==> config.mk <==
export PLATFORM = sky130hd
export DESIGN_NAME = mips_multicycle_sequencer
export DESIGN_NICKNAME = d
export VERILOG_FILES = /design/src/rtl/mips_multicycle_sequencer.sv
export SDC_FILE = /design/constraint.sdc
export NUM_CORES = 1
export LEC_CHECK = 0
export BUFFER_PORTS_ARGS = -buffer_cell sky130_fd_sc_hd__buf_4
export CAP_MARGIN = 0
export CORE_AREA = 8 8 80 82
export CTS_CLUSTER_DIAMETER = 50
export CTS_CLUSTER_SIZE = 30
export DETAILED_ROUTE_END_ITERATION = 6
export DIE_AREA = 0 0 88 90
export PLACE_DENSITY = 0.68
export SKIP_LAST_GASP = 1
export SLEW_MARGIN = 40
export SYNTH_ARGS = -nofsm -noshare
export SYNTH_HDL_FRONTEND = slang
export SYNTH_SLANG_ARGS = --single-unit
==> constraint.sdc <==
create_clock -name clk -period 2.65 [get_ports clk]
set_clock_uncertainty 0.15 [all_clocks]
set_input_delay 0 -clock clk [delete_from_list [all_inputs] [get_ports clk]]
set_output_delay 0 -clock clk [all_outputs]
set_load 0.01 [all_outputs]
==> src/rtl/mips_multicycle_sequencer.sv <==
// Multi-cycle control sequencer for the MIPS32 core.
// Steps each instruction through FETCH/DECODE/EXEC/MEM/WB. It drives the datapath
// enables and memory strobes, waits on the memory ready signals with a bounded
// timeout, traps on bad opcodes or stalled memory, and counts retired instructions.
module mips_multicycle_sequencer #(
  parameter int TIMEOUT = 16,
  parameter int CNT_W   = 32
) (
  input  logic             clk,
  input  logic             rst_n,
  input  logic             run,
  input  logic             imem_ready,
  input  logic             dmem_ready,
  input  logic             mem_read,
  input  logic             mem_write,
  input  logic             rf_write_en,
  input  logic             is_jmp,
  input  logic             is_beq,
  input  logic             is_bne,
  input  logic             inv_opcode,
  input  logic             alu_zero,
  output logic             imem_req,
  output logic             ir_load,
  output logic             pc_write,
  output logic [1:0]       pc_src,
  output logic             dmem_req,
  output logic             dmem_we,
  output logic             rf_we,
  output logic             busy,
  output logic             halted,
  output logic [1:0]       trap_cause,
  output logic [CNT_W-1:0] retired
);

  typedef enum logic [2:0] {
    S_IDLE, S_FETCH, S_DECODE, S_EXEC, S_MEM, S_WB, S_TRAP
  } state_t;

  localparam logic [1:0] CAUSE_INV  = 2'b01;
  localparam logic [1:0] CAUSE_IMEM = 2'b10;
  localparam logic [1:0] CAUSE_DMEM = 2'b11;

  localparam logic [1:0] PC_SEQ = 2'b00;
  localparam logic [1:0] PC_BR  = 2'b01;
  localparam logic [1:0] PC_JMP = 2'b10;

  // The counter only has to hold TIMEOUT-1. It traps on the cycle that would
  // take it to TIMEOUT.
  localparam int              WCNT_W    = (TIMEOUT > 1) ? $clog2(TIMEOUT) : 1;
  localparam logic [WCNT_W-1:0] WAIT_LAST = WCNT_W'(TIMEOUT - 1);

  state_t            state, nextState, fetchOrIdle;
  logic [WCNT_W-1:0] waitCnt;
  logic [1:0]        causeNext;
  logic              retire;
  logic              waiting;
  logic              brTaken;

  assign brTaken = (is_beq & alu_zero) | (is_bne & ~alu_zero);
  assign waiting = ((state == S_FETCH) & ~imem_ready) | ((state == S_MEM) & ~dmem_ready);

  // State, trap cause, wait counter and retire counter registers
  always_ff @(posedge clk or negedge rst_n) begin
    if (!rst_n) begin
      state      <= S_IDLE;
      trap_cause <= 2'b00;
      waitCnt    <= '0;
      retired    <= '0;
    end else begin
      state      <= nextState;
      trap_cause <= causeNext;
      if (nextState != state) waitCnt <= '0;
      else if (waiting)       waitCnt <= waitCnt + WCNT_W'(1);
      if (retire) retired <= retired + CNT_W'(1);
    end
  end

  // Next-state logic. This block also decides the retire pulse and the trap cause.
  always_comb begin
    nextState   = state;
    causeNext   = trap_cause;
    retire      = 1'b0;
    // A stopped run never aborts an instruction. It only blocks the next fetch.
    fetchOrIdle = run ? S_FETCH : S_IDLE;
    case (state)
      S_IDLE:   if (run) nextState = S_FETCH;
      S_FETCH: begin
        if (imem_ready) nextState = S_DECODE;
        else if (waitCnt == WAIT_LAST) begin
          nextState = S_TRAP;
          causeNext = CAUSE_IMEM;
        end
      end
      S_DECODE: begin
        if (inv_opcode) begin
          nextState = S_TRAP;
          causeNext = CAUSE_INV;
        end else if (is_jmp) begin
          retire    = 1'b1;
          nextState = fetchOrIdle;
        end else begin
          nextState = S_EXEC;
        end
      end
      S_EXEC: begin
        if (is_beq | is_bne) begin
          retire    = 1'b1;
          nextState = fetchOrIdle;
        end else if (mem_read | mem_write) begin
          nextState = S_MEM;
        end else if (rf_write_en) begin
          nextState = S_WB;
        end else begin
          retire    = 1'b1;
          nextState = fetchOrIdle;
        end
      end
      S_MEM: begin
        if (dmem_ready) begin
          if (mem_read) nextState = S_WB;
          else begin
            retire    = 1'b1;
            nextState = fetchOrIdle;
          end
        end else if (waitCnt == WAIT_LAST) begin
          nextState = S_TRAP;
          causeNext = CAUSE_DMEM;
        end
      end
      S_WB: begin
        retire    = 1'b1;
        nextState = fetchOrIdle;
      end
      S_TRAP:   nextState = S_TRAP;
      default:  nextState = S_IDLE;
    endcase
  end

  // Datapath strobes and status, decoded from the state and the live inputs
  always_comb begin
    imem_req = 1'b0;
    ir_load  = 1'b0;
    pc_write = 1'b0;
    pc_src   = PC_SEQ;
    dmem_req = 1'b0;
    dmem_we  = 1'b0;
    rf_we    = 1'b0;
    case (state)
      S_FETCH: begin
        imem_req = 1'b1;
        if (imem_ready) begin
          ir_load  = 1'b1;
          pc_write = 1'b1;
        end
      end
      S_DECODE: begin
        if (!inv_opcode && is_jmp) begin
          pc_write = 1'b1;
          pc_src   = PC_JMP;
        end
      end
      S_EXEC: begin
        if ((is_beq | is_bne) && brTaken) begin
          pc_write = 1'b1;
          pc_src   = PC_BR;
        end
      end
      S_MEM: begin
        dmem_req = 1'b1;
        dmem_we  = mem_write;
      end
      S_WB:    rf_we = 1'b1;
      default: ;
    endcase
  end

  assign busy   = (state != S_IDLE) && (state != S_TRAP);
  assign halted = (state == S_TRAP);

endmodule
# == Word-level counts from Yosys, hierarchy flattened ==
# Cells that the tools add are included.
# op_classes
n_addsub,2
eq_ne,14
muxes,40
bitwise_logic,11
reduce_logical,9
# ops
cell,count
$add A32 B1 Y32 const B,1
$mux W3,9
$pmux W3 S7,1
$mux W1,17
$mux W2,7
$eq A3 B3 Y1 const B,3
$mux W4,2
$eq A3 B2 Y1 const B,2
$ne A2 B2 Y1 const B,3
$pmux W2 S3,1
$reduce_and A6 Y1,1
$reduce_bool A3 Y1,2
$add A4 B1 Y4 const B,1
$and A1 B1 Y1,4
$eq A4 B4 Y1 const B,1
$ne A2 B1 Y1 const B,2
$or A1 B1 Y1,4
$pmux W1 S4,1
$pmux W2 S2,1
$eq A3 B1 Y1 const B,1
$logic_and A1 B1 Y1,3
$logic_not A3 Y1,1
$ne A3 B3 Y1,1
$ne A3 B3 Y1 const B,1
other kinds (4),6
# totals
reg_bits,41
inputBits,13
out_inout_bits,44
elab_cells,80

# == Depth between registers and ports, before layout ==
# Gate-level depths: netlist of run 1.
# depth
depth_word,7
mapped_depth,7
mapped_depth_nobuf,6

# == Worst setup path after synthesis of run 1 ==
# OpenSTA, ideal clock, no wires.
# synth_path
path_kind,reg-to-reg
start,reg state[2]
end,reg retired[29]
setup_ns,0.125
t_arrival_ns,1.887
path_slack_ns,0.487
stages_incl_launch_ff,8
path_cell_list,dfrtp_1 -> buf_6 -> inv_2 -> ha_1 -> or2_2 -> a311oi_4 -> nand4_1 -> xnor2_1
# synth_between
elab_chain_cells,2
# synth_lines
element,line_no,source
"start, declared",52,"state_t state, nextState, fetchOrIdle;"
"start signal, assigned",70,state <= nextState;
$eq A3 B3 Y1 / $eq A3 B2 Y1 (equally long branches),85,case (state)
$pmux W1 S4 *,85,
"end signal, assigned",74,if (retire) retired <= retired + CNT_W'(1);
"end, declared",32,output logic [CNT_W-1:0] retired
# Every way passes the cells marked *; elsewhere a longest branch is shown, timed or not.
# A chain may end at the register's enable or synchronous reset.

# == Final worst setup path of run 1 ==
# layout_path
start,reg state[1]
end,reg retired[29]
# The elaborated chain is that of the path after synthesis.

==> reports/results.tsv, run 1 <==
metric	value	unit
grt_pass1_wl	9060	um
period_minus_slack	2290	ps
multi_input_area	1170	sq um
critical_path.top_delay_family	simple AND/OR/NAND/NOR gates	
synthSimpleGateAreaFrac	24.7	%
clock-root-buffer	clkbuf_8	
vias	1916	
worstRegToRegCells	5	
gr-total-overflow	0	
power.leakage	0.00137	uW
synth_top_family_by_area	simple AND/OR/NAND/NOR gates	
dieArea	7920	sq um
drt_pass1_iterations	4	
fin_tns_setup	0	ps
antenna_found_initial	0	
path_class	flip-flop to flip-flop	
dieWidth	88	um
h-tree-depth	2	
worstSkewPairLatency	290	ps
via_per_inst	5.35	
clk_path_buf_depth	2	
crit_cells	5	
layout.nets	301	
ant_nets	0	
wl_per_cell	14.8	um
ios	57	
grt_pass1_vias	1937	
status	finished clean	
period_share	86.5	%
synth_cells	216	
yosys-mux-area-fraction	1.45	%
postCtsSetupRepairBufs	0	
syn_nets	232	
cpPeakStageDelay	510	ps
clk_pin_slew	80	ps
drtIter0Drc	75	
startpoint_type	flip-flop	
max-cap-violations	0	
ys_warn_count	0	
drc_errors	0	
gp_congestion	0.865	
ir_worst_vdd	0.605	mV
cp_cell_sequence	ha_1 -> or2_2 -> a311oi_4 -> nand4_1 -> xnor2_1	
syn_area_per_cell	10.4	sq um
cp.buffers_inverters	0	
rows	27	
syn2layout_area_growth	31.0	%
ys_ff_latch	41	
cp_max_fo	11	
routed_wirelength	5300	um
crit_required	2690	ps
seq_area	1030	sq um
synthXorXnorAreaFrac	13.7	%
grt_max_degree	42	
netlist_area	2240	sq um
ctsResizeCount	0	
ctsHoldBuffers	7	
start_util	42.8	%
cp.arrival	2330	ps
min_path_type	input port to asynchronous set/reset pin	
setup_viol	0	
finalMaxSlewViolations	0	
ys_seq_area_share	45.8	%
cts_tree	built	
end_kind	flip-flop	
synth_cell_type_count	47	
power.total	2070	uW
cts_buffers	5	
final_cell_count_no_fill	358	
fill_cells	491	
grt_setup_unrepaired	no	
drive_above_1_share	28.0	%
worstMarginPinSlew	644	ps
cts_sinks	41	
p_per_area	704	nW/um^2
cpMaxStageDelayCell	dfrtp_1	
synth-compound-area-share	10.8	%
track_usage	14.1	%
io_buffers	56	
relSlewSlack	56.8	%
report.final.hold_viol_count	0	
fmax	436	MHz
num_antenna_cells	0	
dp_hpwl	3940	um
core	5240	sq um
synth_fa_ha_area_share	1.68	%
place_inst	343	
die_h	90	um
layout make-up:
cell class                 count  share of cell area [%]
clock buffer                   7                    2.94
tap                           72                    3.07
inverter                       5                   0.639
clock inverter                 1                    1.02
multi-input combinational    166                    39.9
sequential                    41                    34.9
timing repair buffer          66                    17.5
placed cells by master (no fill, tap or decap), types with 3 or more instances in the layout:
cell type / instances
buf_4: 59
dfrtp_1: 41
xnor2_1: 25
nand3_1: 15
nor2_1: 13
nand2_1: 13
nand4_1: 10
xor2_1: 10
and3_1: 9
dlygate4sd3_1: 7
clkbuf_8: 6
a31oi_1: 5
and4_1: 5
inv_1: 4
nor3_1: 4
or2_2: 4
nor2b_1: 4
o21ai_0: 4
and2_1: 4
a211oi_1: 4
o211ai_1: 3
ha_1: 3
flip-flops by register name, summed over array words and instances (netlist names):
name	flops
retired	32
state	3
trap_cause	2
waitCnt	4
Yosys cell counts, drive strengths merged:
| cell type | number | area [sq um] |
|---|---|---|
| dfrtp | 41 | 1030 |
| xnor2 | 25 | 219 |
| nand3 | 16 | 85.1 |
| nand2 | 13 | 48.8 |
| nor2 | 13 | 48.8 |
| and3 | 10 | 63.8 |
| nand4 | 10 | 62.6 |
| xor2 | 10 | 87.6 |
| a31oi | 5 | 31.3 |
| and4 | 5 | 43.8 |
| inv | 5 | 18.8 |
| o21ai | 5 | 25.0 |
| or2 | 5 | 31.3 |
| a211oi | 4 | 30.0 |
| and2 | 4 | 25.0 |
| nor2b | 4 | 25.0 |
| nor3 | 4 | 20.0 |
| ha | 3 | 37.5 |
| nor4b | 3 | 32.5 |
| o211ai | 3 | 22.5 |
| a21oi | 2 | 10.0 |
| a311oi | 2 | 52.6 |
| buf | 2 | 16.3 |
| clkbuf | 2 | 7.51 |
| mux2 | 2 | 22.5 |
| nand2b | 2 | 12.5 |
| o22ai | 2 | 12.5 |
| or3 | 2 | 12.5 |
| a211o | 1 | 17.5 |
| a21o | 1 | 7.51 |
| a22oi | 1 | 7.51 |
| and2b | 1 | 8.76 |
| and3b | 1 | 8.76 |
| mux2i | 1 | 10.0 |
| nand3b | 1 | 7.51 |
| nand4b | 1 | 8.76 |
| nor3b | 1 | 7.51 |
| o221ai | 1 | 8.76 |
| o22a | 1 | 8.76 |
| o311ai | 1 | 8.76 |
report_power, final:
part           switching (uW)  internal [uW]
clock network             219            307
logic                     402            353
registers                 101            686
logic make-up (layout without fill, tap and decap cells):
family,Yosys count,after routing
AO/OA/AOI/OAI,29,29
XOR/XNOR,35,35
adder cells (fa/ha/maj),3,3
buffers and inverters,9,79
flip-flops,41,41
multiplexers,3,3
AND/OR/NAND/NOR,96,96
worst paths after layout:
check	slack, ps	from	to
worst min register to register	320	retired[31]	retired[31]
worst max register to register	360	state[1]	retired[29]
max in group asynchronous	1930	rst_n	retired[26]
worst min-delay path	70	rst_n	retired[1]
min in group clk	90	mem_read	state[0]
worst max-delay path	360	state[1]	retired[29]
layer usage:
metal	vias to the layer above	share of wire, %	track usage [%]
met5	-	0	0
met4	0	1.2	4.88
met3	5	6.5	4.37
met2	49	49	22.8
met1	943	44	17.0
li1	919	-	-
metrics by stage:
stage               hold WS, ps  util [%]  instance area [sq um]  setup WS, ps
floorplan                  -446         -                   2240           487
global placement           -134      52.5                   2750           421
detailed placement         -129      52.5                   2750           364
CTS                        84.2      56.1                   2940           349
global route                118      56.1                   2940           152
finish                     67.9      56.1                   2940           357
Power figures use the tool's default switching activity.
==> inputs of run 2 (changes only) <==
--- a/config.mk
+++ b/config.mk
@@ -13,8 +13,10 @@
 export DETAILED_ROUTE_END_ITERATION = 6
 export DIE_AREA = 0 0 88 90
 export PLACE_DENSITY = 0.68
+export RECOVER_POWER = 25
 export SKIP_LAST_GASP = 1
 export SLEW_MARGIN = 40
 export SYNTH_ARGS = -nofsm -noshare
 export SYNTH_HDL_FRONTEND = slang
 export SYNTH_SLANG_ARGS = --single-unit
+export TNS_END_PERCENT = 20
==> run 2 against run 1 <==
Compared with the run above:
- global-route usage is the same
- non-clock buffer count is the same
- maximum frequency grew 0.13%
- combinational power about the same
- critical path depth did not move
- routed wire length is 0.11% lower
- sequential power about the same
==> reports/results.tsv, run 2 (synthesis results as in run 1) <==
metric	value	unit	change
status	finished clean		
drt_pass1_iterations	4		unchanged
routed_wirelength	5290	um	-0.11%
fin_tns_setup	0	ps	unchanged
gr-total-overflow	0		unchanged
rows	27		unchanged
fmax	437	MHz	+0.13%
clock-root-buffer	clkbuf_8		
r2r_slack	360	ps	about the same
layout_commonest_cell	buf_4		
cts_sinks	41		unchanged
drive_above_1_share	28.0	%	unchanged
grt_setup_unrepaired	no		
vias	1912		-0.21%
dieWidth	88	um	unchanged
p_per_area	704	nW/um^2	about the same
grt_max_degree	42		unchanged
clk_path_buf_depth	2		unchanged
cts_buffers	5		unchanged
ctsHoldBuffers	7		unchanged
dpl_cell_area	2750	sq um	unchanged
postLayoutCellArea	2930	sq um	about the same
worstRegToRegCells	5		unchanged
drtIter0Drc	75		unchanged
max-cap-violations	0		unchanged
h-tree-depth	2		unchanged
die_h	90	um	unchanged
r2r_end	retired[29]		
cp.buffers_inverters	0		unchanged
power.leakage	0.00137	uW	about the same
syn2layout_area_growth	30.9	%	about the same
clk_pin_slew	80	ps	about the same
cpPeakStageDelay	500	ps	about the same
power.total	2070	uW	about the same
finalMaxSlewViolations	0		unchanged
min_path_type	input port to flip-flop		
via_per_inst	5.34		-0.21%
utilization	56.0	%	about the same
ios	57		unchanged
critical_path.top_delay_family	simple AND/OR/NAND/NOR gates		
period_minus_slack	2290	ps	-2.88 ps
cpMaxStageDelayCell	dfrtp_1		
ir_worst_vdd	0.605	mV	about the same
worstSkewPairLatency	290	ps	about the same
cp_cell_sequence	ha_1 -> or2_2 -> a311oi_4 -> nand4_1 -> xnor2_1		
io_buffers	56		unchanged
start_util	42.8	%	unchanged
drc_errors	0		unchanged
end_kind	flip-flop		
ctsResizeCount	0		unchanged
gp_congestion	0.865		unchanged
grt_pass1_wl	9060	um	unchanged
report.final.hold_viol_count	0		unchanged
hold_path_startpoint	mem_read		
cp_max_fo	11		unchanged
path_class	flip-flop to flip-flop		
antenna_found_initial	0		unchanged
ant_nets	0		unchanged
top_regs	retired x32, waitCnt x4, state x3		
fin_ws	360	ps	+2.88 ps
whs_endpoint	state[0]		
whs_path_depth	4		
crit_required	2690	ps	about the same
top_register	retired		
dieArea	7920	sq um	unchanged
cp.arrival	2330	ps	about the same
track_usage	14.1	%	unchanged
layout.nets	301		unchanged
setup_viol	0		unchanged
relSlewSlack	32.9	%	-24 points
grt_pass1_vias	1937		unchanged
final_cell_mix	buf_4 (58), dfrtp_1 (41), xnor2_1 (25)		
period_share	86.4	%	-0.11 points
largest_reg_flops	32		unchanged
r2r-start	state[1]		
dp_hpwl	3940	um	unchanged
postCtsSetupRepairBufs	0		unchanged
core	5240	sq um	unchanged
wl_per_cell	14.8	um	-0.11%
cts_tree	built		
fill_cells	490		-0.20%
startpoint_type	flip-flop		
worstMarginPinSlew	1010	ps	+363 ps
post-place-ws	364	ps	unchanged
num_antenna_cells	0		unchanged
==> run 2: cell count changes in the layout (fill, tap and decap cells not counted) <==
| cell | delta |
|---|---|
| clkbuf_2 | +1 |
| buf_4 | -1 |
==> run 2: worst max-delay path by stage <==
stage / cells after the start / start / slack (ps) / endpoint
6_report: 5 / state[1] / 360 / retired[29]
3_3_place_gp: 6 / state[2] / 420 / retired[10]
4_1_cts: 5 / state[1] / 350 / retired[29]
2_1_floorplan: 7 / state[2] / 490 / retired[29]
3_5_place_dp: 5 / state[1] / 360 / retired[29]
5_1_grt: 6 / state[2] / 150 / retired[8]
==> run 2: layout make-up <==
| cell class | instances | area [sq um] | share of cell area (%) |
|---|---|---|---|
| Clock buffer | 7 | 86.3 | 2.94 |
| Clock inverter | 1 | 30.0 | 1.02 |
| Inverter | 5 | 18.8 | 0.640 |
| Multi-Input combinational cell | 166 | 1170 | 40.0 |
| Sequential cell | 41 | 1030 | 35.0 |
| Tap cell | 72 | 90.1 | 3.07 |
| Timing Repair Buffer | 66 | 510 | 17.4 |
==> run 2: where the power goes <==
part / internal (uW) / switching, uW / total [uW]
Clock: 307 / 219 / 526
Combinational: 352 / 401 / 754
Sequential: 686 / 101 / 788
==> run 2: worst register-to-register path: stages (launching register included) <==
cell and delay [ps]:
dfrtp_1 500, ha_1 370, or2_2 360, a311oi_4 470, nand4_1 180, xnor2_1 150
==> run 2: per-stage QoR <==
| step | hold slack, ps | std cells |
|---|---|---|
| floorplan | -446 | 216 |
| global placement | -134 | 343 |
| detailed placement | -129 | 343 |
| CTS | 84.2 | 358 |
| global route | 124 | 358 |
| finish | 87.0 | 358 |
==> run 2: layer usage <==
layer	share of wire, %	vias up	track usage (%)
met4	1.2	0	4.88
met5	0	-	0
li1	-	919	-
met1	44	941	17.0
met3	6.4	5	4.37
met2	49	47	22.8
